**src/rtl/fetch_queue.sv**
```systemverilog
// Prefetch FIFO of {pc, instr} pairs between instruction memory and decode.
// Optional same-cycle bypass when empty: define FETCH_QUEUE_BYPASS_EN.
module fetch_queue #(
    parameter int unsigned DEPTH = 4,
    parameter int unsigned XLEN  = 32
) (
    input  logic                       clk,
    input  logic                       rst_n,
    input  logic                       flush,
    input  logic                       in_valid,
    output logic                       in_ready,
    input  logic [XLEN-1:0]            in_pc,
    input  logic [XLEN-1:0]            in_instr,
    output logic                       out_valid,
    input  logic                       out_ready,
    output logic [XLEN-1:0]            out_pc,
    output logic [XLEN-1:0]            out_instr,
    output logic [$clog2(DEPTH+1)-1:0] count
);

    localparam int unsigned PTR_W = $clog2(DEPTH);
    localparam int unsigned CNT_W = $clog2(DEPTH + 1);

    logic [PTR_W-1:0] rd_ptr_q, rd_ptr_d;
    logic [PTR_W-1:0] wr_ptr_q, wr_ptr_d;
    logic [CNT_W-1:0] count_q, count_d;
    logic [XLEN-1:0]  pc_mem_q    [DEPTH];
    logic [XLEN-1:0]  instr_mem_q [DEPTH];

    logic full_c, empty_c, byp_c, push_c, pop_c, wr_en_c, rd_en_c;

    // Handshake, bypass and storage-enable decode
    always_comb begin
        full_c  = (count_q == CNT_W'(DEPTH));
        empty_c = (count_q == '0);
        in_ready = rst_n && !full_c;
`ifdef FETCH_QUEUE_BYPASS_EN
        byp_c = rst_n && empty_c && in_valid && !flush;
`else
        byp_c = 1'b0;
`endif
        out_valid = rst_n && !flush && (!empty_c || byp_c);
        push_c    = in_valid && in_ready && !flush;
        pop_c     = out_valid && out_ready;
        // A bypassed entry consumed the same cycle never touches storage
        wr_en_c   = push_c && !(byp_c && out_ready);
        rd_en_c   = pop_c && !byp_c;

        out_pc    = '0;
        out_instr = '0;
        if (out_valid) begin
            if (byp_c) begin
                out_pc    = in_pc;
                out_instr = in_instr;
            end else begin
                out_pc    = pc_mem_q[rd_ptr_q];
                out_instr = instr_mem_q[rd_ptr_q];
            end
        end
        count = count_q;
    end

    // Next-state for pointers and occupancy
    always_comb begin
        rd_ptr_d = rd_ptr_q;
        wr_ptr_d = wr_ptr_q;
        count_d  = count_q;
        if (flush) begin
            rd_ptr_d = '0;
            wr_ptr_d = '0;
            count_d  = '0;
        end else begin
            if (wr_en_c) wr_ptr_d = wr_ptr_q + PTR_W'(1);
            if (rd_en_c) rd_ptr_d = rd_ptr_q + PTR_W'(1);
            if (wr_en_c && !rd_en_c)      count_d = count_q + CNT_W'(1);
            else if (rd_en_c && !wr_en_c) count_d = count_q - CNT_W'(1);
        end
    end

    always_ff @(posedge clk) begin
        if (!rst_n) begin
            rd_ptr_q <= '0;
            wr_ptr_q <= '0;
            count_q  <= '0;
        end else begin
            rd_ptr_q <= rd_ptr_d;
            wr_ptr_q <= wr_ptr_d;
            count_q  <= count_d;
        end
    end

    // Storage has no reset; occupancy alone qualifies its contents
    always_ff @(posedge clk) begin
        if (wr_en_c) begin
            pc_mem_q[wr_ptr_q]    <= in_pc;
            instr_mem_q[wr_ptr_q] <= in_instr;
        end
    end

endmodule
```
**config.mk**
```make
export PLATFORM = sky130hd
export DESIGN_NAME = fetch_queue
export DESIGN_NICKNAME = d
export VERILOG_FILES = /design/src/rtl/fetch_queue.sv
export SDC_FILE = /design/constraint.sdc
export NUM_CORES = 1
export LEC_CHECK = 0
export ABC_AREA = 0
export CAP_MARGIN = 20
export CORE_AREA = 8 8 146 148
export DETAILED_ROUTE_END_ITERATION = 10
export DIE_AREA = 0 0 154 156
export GPL_TIMING_DRIVEN = 0
export PLACE_DENSITY_LB_ADDON = 0.2
export SETUP_SLACK_MARGIN = 0.5
export SLEW_MARGIN = 20
export SYNTH_ARGS = -nofsm -noshare
export SYNTH_HDL_FRONTEND = slang
export SYNTH_SLANG_ARGS = --single-unit
```
**constraint.sdc**
```tcl
create_clock -name clk -period 3.6 [get_ports clk]
set_clock_uncertainty 0.1 [all_clocks]
set_input_delay 0.36 -clock clk [delete_from_list [all_inputs] [get_ports clk]]
set_output_delay 0.36 -clock clk [all_outputs]
set_load 0.01 [all_outputs]
```
After elaboration in Yosys (flattened, before gate mapping)
Memories as Yosys holds them, arrays and structs flattened. A register that Yosys moved wholly into a read port is not among the register bits. Cells that the tools add are included.

Word-level logic and storage cells: 37. Bits in read-only memories: 0. Register bits: 7. Bits in latches: 0. Input port bits: 69. Memories: 2. RAM bits: 256.

Eq/ne operators: 1. Reduce and logical (&&, ||, !) cells: 16. Multipliers: 0. Add/subtract/negate cells: 4. Muxes and demuxes: 10. Bitwise logic cells: 1. Shifts and indexed selects: 0. Div/mod/pow operators: 0. Magnitude comparators: 0.

Memories: instr_mem_q (words 4, bits a word 32, rd ports 1, clocked after Yosys merged registers in 1, write ports 1, line 28) `logic [XLEN-1:0] instr_mem_q [DEPTH];`; pc_mem_q (words 4, bits a word 32, rd ports 1, clocked after Yosys merged registers in 1, write ports 1, line 27) `logic [XLEN-1:0] pc_mem_q [DEPTH];`.

Operators with widths (count): $mux 32 (2); $logic_and 1x1->1 (8); $mux 2 (4); $mux 3 (2); $logic_not 1->1 (5); $add 2x1->2 const B (2); $add 3x1->3 const B (1); $eq 3x3->1 const B (1); $logic_not 3->1 (1); $sub 3x1->3 const B (1); $mux 1 (2); $reduce_bool 2->1 (1); $reduce_or 2->1 (1); $not 1->1 (1).

Longest topological paths before layout
Gate-level depths: netlist of the first run.

Depth in word-level cells: 9. Gate-level depth with buffers: 9. Depth with buffers taken out: 8.

Worst setup path after synthesis of the first run
No wires, ideal clock.

Path kind: reg2reg. Start point: register count_q[0] (netlist: count[0]). End point: memory instr_mem_q[0][0], enable pin. Slack: 0.692 ns. Arrival: 2.379 ns. Data required time: 3.071 ns. Stages on the path, launching flop included: 4. Period minus slack after synthesis: 2.908 ns. Library setup time: 0.429 ns. Cells stage by stage: dfxtp_1 > or3b_1 > and3_1 > and2_1.

Longest elaborated chain between the ends: 7.

RTL lines: start, declared (line 26) `logic [CNT_W-1:0] count_q, count_d;`; start signal, assigned (line 88) `count_q <= count_d;`; $eq 3x3->1 (line 34) `full_c = (count_q == CNT_W'(DEPTH));`; $logic_not 1->1 (line 36) `in_ready = rst_n && !full_c;`; $logic_and 1x1->1 (line 36); $logic_and 1x1->1 (2 in a row) (line 43) `push_c = in_valid && in_ready && !flush;`; net push_c (line 30) `logic full_c, empty_c, byp_c, push_c, pop_c, wr_en_c, rd_en_c;`; $mux 1 (line 94) `if (wr_en_c) begin`; $mux 1 (implied by the code) (line 96) `instr_mem_q[wr_ptr_q] <= in_instr;`; end, declared (line 28).

The timed path passes the listed nets, and every way through them passes these cells.

Worst setup path in the final report of the first run
Start point: register count_q[1] (netlist: count[1]). End point: output port out_instr[20].

Longest elaborated chain between the ends: 4.

RTL lines: $logic_not 3->1 (line 35) `empty_c = (count_q == '0);`; $logic_not 1->1 (line 42) `out_valid = rst_n && !flush && (!empty_c || byp_c);`; $logic_and 1x1->1 (line 42); $mux 32 (line 51) `if (out_valid) begin`; end, declared (line 17) `output logic [XLEN-1:0] out_instr,`.

No other way between the ends.

==> results of run 1 <==
[layout by cell type (no fill, tap or decap), types with 4 or more instances in the layout]
cell type,n
buf_12,9
inv_1,4
mux4_1,4
and2_4,4
nand2_1,4
mux4_2,60
clkbuf_16,27
and3_1,65
dfxtp_1,9
clkinv_1,6
buf_2,7
mux2i_1,4
clkbuf_1,14
ha_1,5
clkdlybuf4s50_1,137
clkbuf_2,8
edfxtp_1,256
[critical path, cell delays in order (launching register included)]
cell and delay, ps:
dfxtp_1 350, or3_1 480, clkbuf_4 240, clkbuf_2 210
and3_1 240, clkdlybuf4s50_1 490
[metrics by stage]
| stage | power [mW] | cells |
|---|---|---|
| 2_1_floorplan | 3.59 | 464 |
| 3_3_place_gp | 3.75 | 839 |
| 3_5_place_dp | 3.76 | 843 |
| 4_1_cts | 6.30 | 888 |
| 5_1_grt | 6.45 | 888 |
| 6_report | 6.25 | 888 |
[registers in the layout (all words and copies together) (netlist names), named ones only]
| signal | count |
|---|---|
| rd_ptr_q | 2 |
| wr_ptr_q | 2 |
| pc_mem_q | 128 |
| instr_mem_q | 128 |
| count | 3 |
[per-layer routing]
layer | vias up | global-route usage, %
li1 | 2272 | -
met1 | 2637 | 21.8
met2 | 124 | 29.5
met3 | 31 | 3.99
met4 | 2 | 4.85
met5 | - | 0
[cells in the mapped netlist]
cell type    n
a21oi_1      1
and2_1       6
and3_1      65
buf_12       6
buf_2        8
buf_6        1
clkbuf_1    13
clkbuf_2     1
dfxtp_1      9
edfxtp_1   256
fa_1         1
ha_1         5
inv_1        4
mux2i_1      4
mux4_1       4
mux4_2      60
nand2_1      4
nand2b_1     1
nand3_1      1
nand4_1      3
nor2_1       2
nor2b_1      1
o21ai_0      2
o31ai_1      1
or3_1        2
or3b_1       1
xor2_1       2
[cells by family (layout without fill, tap and decap cells)]
kind of cell	after synthesis	count (layout)	synth area share [%]
AOI/OAI and AO/OA	4	4	0.220
xor gates and xnor gates	2	2	0.171
adders and majority gates	6	6	0.806
buffers and inverters	33	219	2.34
DFF	265	265	76.7
muxes	68	68	14.6
and+or+nand+nor	86	86	5.11
[layout make-up]
class / instances / area share [%]
clock inverters: 10 / 0.722
inverters: 4 / 0.117
plain buffers: 29 / 1.84
multi-input cells: 166 / 16.8
flip-flops and latches: 265 / 61.3
clock buffers: 35 / 5.50
well taps: 238 / 2.32
repair buffers: 141 / 11.4
[power groups by stage]
stage | sequential, mW | combinational (mW) | clock (mW)
finish | 3.42 | 0.270 | 2.56
global route | 3.42 | 0.292 | 2.73
CTS | 3.42 | 0.272 | 2.60
detailed placement | 3.49 | 0.270 | 0
global placement | 3.49 | 0.257 | 0
floorplan | 3.49 | 0.102 | 0
[repair_timing]
item,4_1_cts,5_1_grt
pin swaps,0,0
gates resized for setup,3,9
setup buffers,0,0
endpoints found under the setup margin,25,15
cloned,0,0
hold buffers,0,0
[worst min-delay path by stage]
| stage | from | endpoint |
|---|---|---|
| 4_1_cts | in_instr[17] | instr_mem_q[0][17] |
| 3_3_place_gp | rd_ptr_q[1] | flop |
| 6_report | rd_ptr_q[1] | rd_ptr_q[1] |
| 3_5_place_dp | rd_ptr_q[1] | flop |
| 2_1_floorplan | rd_ptr_q[1] | flop |
| 5_1_grt | in_instr[9] | instr_mem_q[3][9] |
==> flow_summary_export.csv, run 1 <==
group,metric,value,unit
global_route,grt_overflow_total,0,
pwr,power.density,487,nW/um2
finish,postLayoutCellArea,12800,um2
worst_setup_path,rr_startpoint,"count[1]",
sta,finalHoldViolations,0,
worst_setup_path,end_kind,"primary output",
cts,clock_latency,510,ps
global_route,antenna_found_initial,1,
sta,setup_viol,0,
sta,fin_setup_tns,0,ps
sta,min_period_over_period,82.7,%
yosys,yosys-top-cells-area,"edfxtp_1 75%, mux4_2 13%, and3_1 4.0%, dfxtp_1 1.8%, buf_12 1.2%",
worst_setup_path,critPathCapture,"out_instr[20]",
die,die-area,24000,um2
global_route,grt_max_degree,37,
yosys,syn-num-nets,539,
cts,cts.sinks,265,
yosys,syn-instance-count,464,
worst_setup_path,cp-startpoint,"count[1]",
worst_setup_path,worstRegToRegCells,9,
sta,report.final.slew_viol_count,0,
sta,max_freq,336,MHz
die,ios,138,
place,pre_cts_slack,549,ps
cts,cts_tree,"yes",
finish,syn2layout_area_growth,25.1,%
finish,diodes,0,
run_status,outcome,"completed",
place,dp_hpwl,12700,um
cts,clock_tree.root_cell,"clkbuf_16",
die,fp-row-count,51,
sta,whs,367,ps
global_route,track_usage,17.2,%
cts,clock_path_buffers,3,
finish,final_nets,708,
routing,num_vias,5066,
pwr,vdd_ir_drop_max,0.360,mV
cts,clkTransAtPathRegs,60,ps
worst_setup_path,r2r-end,"count[2]",
pwr,intPower,5.06,mW
pwr,swShare,19.0,%
finish,final_layout_size_suffix_gt1_share,18.8,%
worst_setup_path,path_max_fanout,10,
run,drv_cap,0,
finish,register_area,7870,um2
die,initial_core_util,53.7,%
hold_path,min_path_type,"reg -> reg",
sta,slew_headroom,64.4,%
sta,fin_ws,621,ps
place,placed_cell_area,12000,um2
worst_setup_path,worstSetupStartpointType,"flop",
pwr,seqPwrFrac,54.8,%
routing,final_antenna_net_count,0,
finish,fill_cells,1262,
yosys,synth_top_area_share,75.0,%
routing,met2_length,10400,um
die,coreArea,19100,um2
routing,drt_iter0_markers,322,
yosys,synth.distinct_cells,27,
routing,wirelength,20400,um
finish,post-route-util,67.2,%
place,place.gp.congestion,0.796,
worst_setup_path,rrSetupSlack,850,ps
pwr,clockPowerShare,40.9,%
pwr,p_leak,4.33,nW
place,place.port_buffers,137,
yosys,synth_area,10300,um2
sta,worstMarginPinSlew,534,ps
global_route,grt_pass1_vias,5783,
pwr,combPwrFrac,4.3,%
global_route,grt_first_pass_wirelength,32200,um
routing,met3_length,1050,um
yosys,ys.warnings.count,0,
routing,drc,0,
pwr,switchingPower,1.19,mW
worst_setup_path,critPathRequiredTime,3140,ps
worst_setup_path,worstPathArrival,2520,ps
finish,multi_input_area,2150,um2
routing,vias_per_cell,5.70,
routing,wl_per_cell,23.0,um
sta,rsz0062_at_grt,"false",
die,die_width,154,um
routing,drt-met1-wl,8570,um
die,die_h,156,um
yosys,avgSynthCellArea,22.1,um2
cts,htreeDepth,1,
worst_setup_path,crit_type,"reg -> out",
yosys,ys_seq_area_share,76.7,%
yosys,ys_ff_latch,265,
sta,layout_min_cycle_time,2980,ps
cts,numCtsBuffers,26,
routing,routed.top_layer,"met5",
hold_path,whs_path_depth,1,
yosys,synth_top_cell_by_area,"edfxtp_1",
routing,first_pass_iters,4,
No activity file was read; power rests on OpenSTA's default activity.
==> run 2: changes to the inputs <==
CORE_AREA = 8 8 154 156   (was 8 8 146 148)
DIE_AREA = 0 0 162 164   (was 0 0 154 156)
clock period = 2.7 ns   (was 3.6 ns; I/O delays follow)
==> run 2 against run 1 <==
Compared with the run above:
- largest power group unchanged
- hold slack got worse by 85 ps
- critical endpoint is now out_pc[26]
- routed wire length rose by 11%
- sequential share of layout area fell by 4.2 points
- largest cell class unchanged
- sequential cell count did not move
- clock power rose by 30%
==> flow_summary_export.csv, run 2 (same netlist as run 1, synthesis figures left out) <==
group,metric,value,unit
finish,post-route-util,64.6,%
cts,htreeDepth,1,
die,ios,138,
routing,drc,0,
cts,numCtsBuffers,26,
hold_path,min_path_type,"in -> reg",
global_route,track_usage,16.6,%
cts,clock_tree.root_cell,"clkbuf_16",
sta,slew_headroom,60.7,%
hold_path,whs_endpoint,"instr_mem_q[0][10]",
global_route,antenna_found_initial,0,
sta,worstMarginPinSlew,589,ps
worst_setup_path,crit_type,"reg -> out",
worst_setup_path,worstRegToRegCells,9,
routing,final_antenna_net_count,0,
worst_setup_path,r2r-end,"count[2]",
run_status,outcome,"completed",
finish,final_cell_mix,"256 x edfxtp_1, 71 x clkdlybuf4s50_1, 64 x mux4_2",
finish,final_nets,750,
place,place_inst,885,
finish,final_common_cell,"edfxtp_1",
run,drv_cap,0,
worst_setup_path,path_max_fanout,5,
die,initial_core_util,48.0,%
global_route,grt_pass1_vias,5865,
global_route,grt_first_pass_wirelength,33800,um
pwr,power.density,605,nW/um2
finish,syn2layout_area_growth,34.5,%
sta,fin_ws,167,ps
worst_setup_path,worstPathArrival,2160,ps
sta,whs,283,ps
global_route,grt_max_degree,38,
die,die-area,26600,um2
worst_setup_path,rrSetupSlack,370,ps
routing,drt_iter0_markers,317,
cts,holdBufCountCts,0,
routing,first_pass_iters,4,
cts,clock_latency,520,ps
cts,clkTransAtPathRegs,60,ps
sta,layout_min_cycle_time,2530,ps
sta,fin_setup_tns,0,ps
cts,cts.sinks,265,
finish,finalNonFillerCells,973,
pwr,vdd_ir_drop_max,0.502,mV
global_route,grt_overflow_total,0,
place,pre_cts_slack,-197,ps
worst_setup_path,cpPeakStageDelay,490,ps
sta,rsz0062_at_grt,"true",
sta,min_period_over_period,93.8,%
sta,report.final.slew_viol_count,0,
die,die_width,162,um
worst_setup_path,end_kind,"primary output",
worst_setup_path,cp_cell_sequence,"buf_12 > buf_6 > buf_12 > buf_16 > mux4_2 > and3_4 > buf_6",
sta,max_freq,395,MHz
cts,clock_path_buffers,3,
hold_path,whs_path_depth,1,
pwr,p_leak,4.70,nW
place,dp_hpwl,13300,um
routing,num_vias,5287,
worst_setup_path,worstSetupStartpointType,"flop",
place,place.gp.congestion,0.667,
cts,cts_tree,"yes",
routing,vias_per_cell,5.43,
die,fp-row-count,54,
worst_setup_path,critPathSlowestCell,"mux4_2",
die,die_h,164,um
place,place.port_buffers,137,
hold_path,min_from,"in_instr[10]",
worst_setup_path,critPathRequiredTime,2330,ps
finish,final_layout_size_suffix_gt1_share,44.0,%
routing,wirelength,22700,um
sta,finalHoldViolations,0,
routing,wl_per_cell,23.3,um
die,coreArea,21400,um2
sta,setup_viol,0,
worst_setup_path,rr_startpoint,"count[0]",
finish,diodes,0,
==> run 2: worst max path at each step <==
stage | start | end | slack, ps | cells past startpoint
final | flop | out_pc[26] | 170 | 7
after global routing | flop | out_pc[15] | 100 | 7
after CTS | flop | out_instr[15] | 60 | 6
after detailed placement | rst_n | out_pc[0] | -200 | 6
after global placement | rst_n | instr_mem_q[1][8] | -840 | 5
after floorplan | count[0] | count[2] | 500 | 9
==> run 2: area by class of cell <==
type,instances,area [um2]
inverter,4,15.0
clock buffer,39,751
timing repair buffer,179,1970
fill,1478,7560
buffer,29,322
sequential,265,7880
multi-input combinational,170,2460
clock inverter,7,33.8
tap,280,350
==> run 2: metal layers <==
layer / track usage [%] / up-vias / wire length (um)
li1: - / 2360 / -
met1: 20.3 / 2769 / 9270
met2: 29.1 / 125 / 11800
met3: 3.73 / 33 / 1170
met4: 5.22 / 0 / 434
met5: 0 / - / 0
==> run 2: power breakdown <==
group / switching (mW) / total (mW) / internal (mW)
logic: 0.201 / 0.450 / 0.249
registers: 0.0119 / 4.56 / 4.55
clock network: 1.43 / 3.33 / 1.91
==> run 2: metrics by stage <==
step           area, um2  power [mW]
2_1_floorplan      10300        4.79
3_3_place_gp       12000        5.00
3_5_place_dp       12100        5.02
4_1_cts            13300        8.37
5_1_grt            13800        8.61
6_report           13800        8.35
==> run 2: repair_timing <==
| action | CTS | global route |
|---|---|---|
| endpoints found under the setup margin | 212 | 68 |
| setup buffers | 18 | 11 |
| pin swaps | 18 | 15 |
| gates resized for setup | 246 | 162 |
| gates cloned | 9 | 4 |
==> run 2: worst max-delay path: cells and delay by family, from the launching register on <==
family / cells / cell delay (ps)
and+or+nand+nor: 1 / 200
muxes: 1 / 490
buffers and inverters: 5 / 540
DFF: 1 / 390
==> run 3: changes to the inputs <==
CAP_MARGIN = not set   (was 20)
SKIP_LAST_GASP = 1   (was not set)
==> results of run 3 <==
The final DEF is identical to that of run 2; final timing and power are the same.
